[src/rtl/mult_div_unit.sv]
// rtl/mult_div_unit.sv - iterative multiply/divide unit with HI/LO registers
//
// Ports:
//   clk          rising-edge clock
//   reset        synchronous active-high reset; aborts any operation in progress
//   start        request, sampled only while idle
//   op           000 MULTU, 001 MULT, 010 DIVU, 011 DIV, 100 MTHI, 101 MTLO
//   dataA        multiplicand / dividend / MTHI-MTLO source
//   dataB        multiplier / divisor
//   busy         high while an iterative operation is in progress
//   done         one-cycle pulse after HI/LO have been updated
//   div_by_zero  valid with done; set only for DIV/DIVU with dataB == 0
//   hi, lo       HI and LO registers
module mult_div_unit #(
    parameter int WORD_LENGTH = 32
) (
    input  logic                   clk,
    input  logic                   reset,
    input  logic                   start,
    input  logic [2:0]             op,
    input  logic [WORD_LENGTH-1:0] dataA,
    input  logic [WORD_LENGTH-1:0] dataB,
    output logic                   busy,
    output logic                   done,
    output logic                   div_by_zero,
    output logic [WORD_LENGTH-1:0] hi,
    output logic [WORD_LENGTH-1:0] lo
);

    localparam int W  = WORD_LENGTH;
    localparam int CW = (W > 1) ? $clog2(W) : 1;

    localparam logic [2:0] OP_MULTU = 3'b000;
    localparam logic [2:0] OP_MULT  = 3'b001;
    localparam logic [2:0] OP_DIVU  = 3'b010;
    localparam logic [2:0] OP_DIV   = 3'b011;
    localparam logic [2:0] OP_MTHI  = 3'b100;
    localparam logic [2:0] OP_MTLO  = 3'b101;

    typedef enum logic [1:0] {
        S_IDLE,
        S_MUL,
        S_DIV,
        S_FIX
    } state_t;

    state_t            state;
    logic [CW-1:0]     cnt;
    // acc holds {partial product high, multiplier/product low} during MUL
    // and {partial remainder, dividend/quotient} during DIV.
    logic [2*W-1:0]    acc;
    logic [W-1:0]      opb;
    logic              sign_a;
    logic              sign_b;
    logic              is_signed;
    logic              is_div;

    logic              signed_op;
    logic [W-1:0]      abs_a;
    logic [W-1:0]      abs_b;
    logic [W:0]        mul_sum;
    logic [W:0]        div_shift;
    logic [W:0]        div_trial;
    logic              neg_res;
    logic [2*W-1:0]    prod_fix;
    logic [W-1:0]      quo_fix;
    logic [W-1:0]      rem_fix;
    logic              last_iter;

    assign busy = (state != S_IDLE);

    always_comb begin
        signed_op = (op == OP_MULT) || (op == OP_DIV);
        // Negating the most negative value yields the same bit pattern, which
        // is exactly its unsigned magnitude.
        abs_a = (signed_op && dataA[W-1]) ? (~dataA + 1'b1) : dataA;
        abs_b = (signed_op && dataB[W-1]) ? (~dataB + 1'b1) : dataB;

        // Shift-add: add the multiplicand into the upper half when the current
        // multiplier bit (acc[0]) is set, then shift the whole accumulator right.
        mul_sum = {1'b0, acc[2*W-1:W]} + {1'b0, (acc[0] ? opb : {W{1'b0}})};

        // Restoring division: bring the next dividend bit into the remainder and
        // try subtracting the divisor; a clear borrow bit means it fits.
        div_shift = {acc[2*W-1:W], acc[W-1]};
        div_trial = div_shift - {1'b0, opb};

        neg_res  = is_signed && (sign_a ^ sign_b);
        prod_fix = neg_res ? (~acc + 1'b1) : acc;
        quo_fix  = neg_res ? (~acc[W-1:0] + 1'b1) : acc[W-1:0];
        rem_fix  = (is_signed && sign_a) ? (~acc[2*W-1:W] + 1'b1) : acc[2*W-1:W];

        last_iter = (cnt == CW'(W - 1));
    end

    always_ff @(posedge clk) begin
        if (reset) begin
            state       <= S_IDLE;
            cnt         <= '0;
            acc         <= '0;
            opb         <= '0;
            sign_a      <= 1'b0;
            sign_b      <= 1'b0;
            is_signed   <= 1'b0;
            is_div      <= 1'b0;
            hi          <= '0;
            lo          <= '0;
            done        <= 1'b0;
            div_by_zero <= 1'b0;
        end else begin
            done        <= 1'b0;
            div_by_zero <= 1'b0;
            case (state)
                S_IDLE: begin
                    if (start) begin
                        case (op)
                            OP_MULTU, OP_MULT: begin
                                acc       <= {{W{1'b0}}, abs_a};
                                opb       <= abs_b;
                                sign_a    <= signed_op && dataA[W-1];
                                sign_b    <= signed_op && dataB[W-1];
                                is_signed <= signed_op;
                                is_div    <= 1'b0;
                                cnt       <= '0;
                                state     <= S_MUL;
                            end
                            OP_DIVU, OP_DIV: begin
                                if (dataB == '0) begin
                                    // No iteration: result is fixed and flagged.
                                    hi          <= dataA;
                                    lo          <= '1;
                                    done        <= 1'b1;
                                    div_by_zero <= 1'b1;
                                end else begin
                                    acc       <= {{W{1'b0}}, abs_a};
                                    opb       <= abs_b;
                                    sign_a    <= signed_op && dataA[W-1];
                                    sign_b    <= signed_op && dataB[W-1];
                                    is_signed <= signed_op;
                                    is_div    <= 1'b1;
                                    cnt       <= '0;
                                    state     <= S_DIV;
                                end
                            end
                            OP_MTHI: begin
                                hi   <= dataA;
                                done <= 1'b1;
                            end
                            OP_MTLO: begin
                                lo   <= dataA;
                                done <= 1'b1;
                            end
                            default: begin
                            end
                        endcase
                    end
                end
                S_MUL: begin
                    acc <= {mul_sum, acc[W-1:1]};
                    cnt <= cnt + 1'b1;
                    if (last_iter) begin
                        state <= S_FIX;
                    end
                end
                S_DIV: begin
                    if (!div_trial[W]) begin
                        acc <= {div_trial[W-1:0], acc[W-2:0], 1'b1};
                    end else begin
                        acc <= {div_shift[W-1:0], acc[W-2:0], 1'b0};
                    end
                    cnt <= cnt + 1'b1;
                    if (last_iter) begin
                        state <= S_FIX;
                    end
                end
                S_FIX: begin
                    if (is_div) begin
                        lo <= quo_fix;
                        hi <= rem_fix;
                    end else begin
                        {hi, lo} <= prod_fix;
                    end
                    done  <= 1'b1;
                    state <= S_IDLE;
                end
                default: begin
                    state <= S_IDLE;
                end
            endcase
        end
    end

endmodule

[config.mk]
export PLATFORM = sky130hd
export DESIGN_NAME = mult_div_unit
export DESIGN_NICKNAME = d
export VERILOG_FILES = /design/src/rtl/mult_div_unit.sv
export SDC_FILE = /design/constraint.sdc
export NUM_CORES = 1
export LEC_CHECK = 0
export ABC_AREA = 1
export CORE_MARGIN = 10
export CORE_UTILIZATION = 35
export DETAILED_ROUTE_END_ITERATION = 12
export PLACE_DENSITY = 0.61
export SLEW_MARGIN = 25
export SYNTH_ARGS = -nofsm -noshare
export SYNTH_HDL_FRONTEND = slang
export SYNTH_SLANG_ARGS = --single-unit
[constraint.sdc]
create_clock -name clk -period 3.8 [get_ports clk]
set_input_delay 0.76 -clock clk [delete_from_list [all_inputs] [get_ports clk]]
set_output_delay 0.76 -clock clk [all_outputs]
set_load 0.005 [all_outputs]
==> results by group <==
Outcome
  – Status: finished, final reports clean

Power
  – Int Power: 5.327 mW
  – Peak supply drop: 0.5399 mV
  – Sequential power share: 26.4%
  – Comb pwr share: 55.9%
  – Switching power: 5.165 mW
  – Power share of the clock group: 17.7%
  – PD cells: 511.8 mW/mm^2
  – LEAKAGE: 9.947 nW
  – Sw Share: 49.23%

Yosys
  – Seq cells post-synth: 173
  – Mapped cell area: 0.01766 sq mm
  – Syn nets: 3280
  – Primary FF master, synth: dfxtp_1
  – Synth cell types: 56
  – Asr flop ratio synth: 0%
  – Post-synth EDFFs: 0
  – Syn Inst Count: 3130
  – Part of the Yosys area used for sequential elements: 19.61%
  – Synth Area per Inst: 5.643 sq um
  – Synth warn: 0

Route
  – First DRT Iteration DRCs: 2495
  – DRT Pass-1 Iters: 6
  – Vias: 21126
  – DRC: 0
  – Routed wire length: 76.93 mm
  – WL/cell: 19.63 microns
  – Vias per cell: 5.389
  – Routed Antenna Nets: 0

Critical path
  – Worst Path Required: 4190 ps
  – CP endpoint kind: flip-flop
  – Crit path cell chain: inv_1, ha_1, fa_1, inv_1, nand2_1, nand2_1, nand3_1, nand2_2, nand2_2, nand2_4, nand2_4, nand3_1, nand3_1, nand3_1, o211ai_1, nor2_1
  – Most common cell on crit path: nand3_1
  – Data arrival time of the critical path: 3660 ps
  – Reg2reg path depth: 16
  – CP Max Fanout: 5
  – R2r setup slk: 530 ps
  – Slowest stage delay, CP: 430 ps
  – Setup crit start: acc[31]
  – Worst Setup Path Type: reg -> reg
  – Worst r2r src: acc[31]
  – Setup crit start kind: flip-flop
  – Crit path max-delay cell type: fa_1
  – FF-to-FF End: acc[0]

STA
  – FMAX: 305.8 MHz
  – Count of final setup violators: 0
  – TNS Setup: 0 ps
  – Worst-margin pin slew: 982.9 ps
  – Min cycle time layout: 3270 ps
  – Final hold vios: 0
  – Relative max-transition margin: 34.40%
  – Slew Limit Fails: 0
  – RSZ-0062 raised after global routing: no
  – Clk_skew: 16.03 ps
  – Crit share post-route: 86.06%

Floorplanning
  – Chip width: 244.6 microns
  – Total Die Area: 0.05985 sq mm
  – # rows: 82
  – Starting Density: 35.28%
  – Ports: 137
  – Core area: 0.05007 sq mm
  – Chip Height: 244.6 microns

GRT
  – Largest net degree at the start of global routing: 76
  – Total GRT Usage: 24.81%
  – Grt ovf: 0
  – Initial antenna violation count: 6
  – Vias in the first global route: 19085
  – First-pass GRT wire length: 115.7 mm

Min path
  – HP Start: hi[19]
  – Hold Path Class: reg -> reg
  – Worst Hold Endpoint: hi[19]
  – Hold depth: 2

Clock tree
  – Post-CTS Setup Bufs: 0
  – TritonCTS clock tree: done
  – CTS sink count: 173
  – Longest Clk Path Bufs: 2
  – Worst-path clk slew: 70 ps
  – Skew-Pair Late Insertion Delay: 470 ps
  – Number of H-tree levels: 4
  – Num CTS Buffers: 17
  – Hold-fix buffers at CTS: 0
  – CTS resizes: 0
  – Root Driver: clkbuf_16

Cells and area
  – Fin util: 40.94%
  – Area grow syn2layout: 16.06%
  – Share of layout cells above drive strength 1: 6.192%
  – Layout Nets: 3384
  – Most frequent cells in the layout: nand2_1, inv_1, nor2_1
  – Most common cell after layout, fill and taps aside: nand2_1
  – Fillers: 5744

Run
  – Max_cap viols: 0

Place
  – DP HPWL: 62.15 mm
  – Gpl congestion: 1.068
  – Number of port buffers: 136
-- flip-flops by register name (all words and copies together) (netlist names) --
name         cells
done             1
sign_b           1
lo              32
sign_a           1
state            2
is_div           1
hi              32
cnt              5
div_by_zero      1
acc             64
is_signed        1
opb             32
-- per-layer routing --
metal	wire length [microns]	share of wire [%]	GRT usage, %	up-vias
li1	-	-	-	10400
met1	34550	45	34.42	9487
met2	31430	41	35.57	1108
met3	8646	11	7.591	123
met4	2179	2.8	8.128	8
met5	126	0.16	1.061	-
-- power by group through the flow --
stage               Clock (mW)  Combinational, mW  Sequential (mW)
floorplan                    0               3.57             2.67
global placement             0               5.69             2.81
detailed placement           0               5.71             2.80
CTS                       1.88               5.73             2.76
global route              1.95               6.43             2.83
finish                    1.85               5.87             2.77
-- layout make-up --
| type | count | area, sq um | area share, % |
|---|---|---|---|
| Sequential cell | 173 | 3463 | 16.89 |
| Antenna cell | 2 | 5.005 | 0.02441 |
| Clock inverter | 13 | 156.4 | 0.7629 |
| Tap cell | 672 | 840.8 | 4.102 |
| Multi-Input combinational cell | 2442 | 12200 | 59.53 |
| Inverter | 399 | 1498 | 7.306 |
| Clock buffer | 18 | 439.2 | 2.142 |
| Timing Repair Buffer | 201 | 1894 | 9.241 |
-- critical path: cells and delay by family (launching register included) --
| family | cells | cell delay (ps) |
|---|---|---|
| buf+inv | 2 | 270 |
| fa+ha+maj | 2 | 660 |
| compound gates | 1 | 110 |
| flops | 1 | 410 |
| simple gates | 11 | 1730 |
-- metrics by stage --
stage                     hold slack [ps]  area, sq um  cells  power (mW)  setup slack [ps]
after global placement              455.5        19900   3887       8.501             391.2
after detailed placement            457.9        19900   3887       8.508             406.0
after global routing                488.9        20500   3920       11.21             364.2
after floorplan                     444.6        17660   3130       6.236             986.3
final                               467.0        20500   3920       10.49             529.8
after CTS                           469.2        20490   3918       10.37             595.5
-- synthesized netlist by cell type, types with 29 or more instances --
cell,n,area (sq um)
xor2_1,43,376.6
dfxtp_1,173,3463
buf_2,32,160.2
nor2_1,341,1280
o22ai_1,29,181.4
o21ai_0,229,1146
ha_1,78,975.9
a21oi_1,247,1236
inv_1,379,1423
nand2_1,905,3397
nand4_1,46,287.8
nand3_1,264,1321
clkbuf_1,63,236.5
nor3_1,48,240.2
-- logic make-up after synthesis --
group,share of synthesized area (%)
buffers and inverters,11.48
adder cells (fa/ha/maj),5.752
AND/OR/NAND/NOR,41.54
flip-flops,19.61
multiplexers,0.05667
XOR/XNOR,3.173
AO/OA/AOI/OAI,18.39
-- worst max path at each step --
stage / to / slack, ps / depth (start not counted)
6_report: acc[0] / 530 / 16
5_1_grt: acc[0] / 360 / 16
2_1_floorplan: acc[53] / 990 / 21
3_5_place_dp: acc[0] / 410 / 14
3_3_place_gp: acc[0] / 390 / 14
4_1_cts: acc[56] / 600 / 21
No activity file was read; power rests on OpenSTA's default activity.
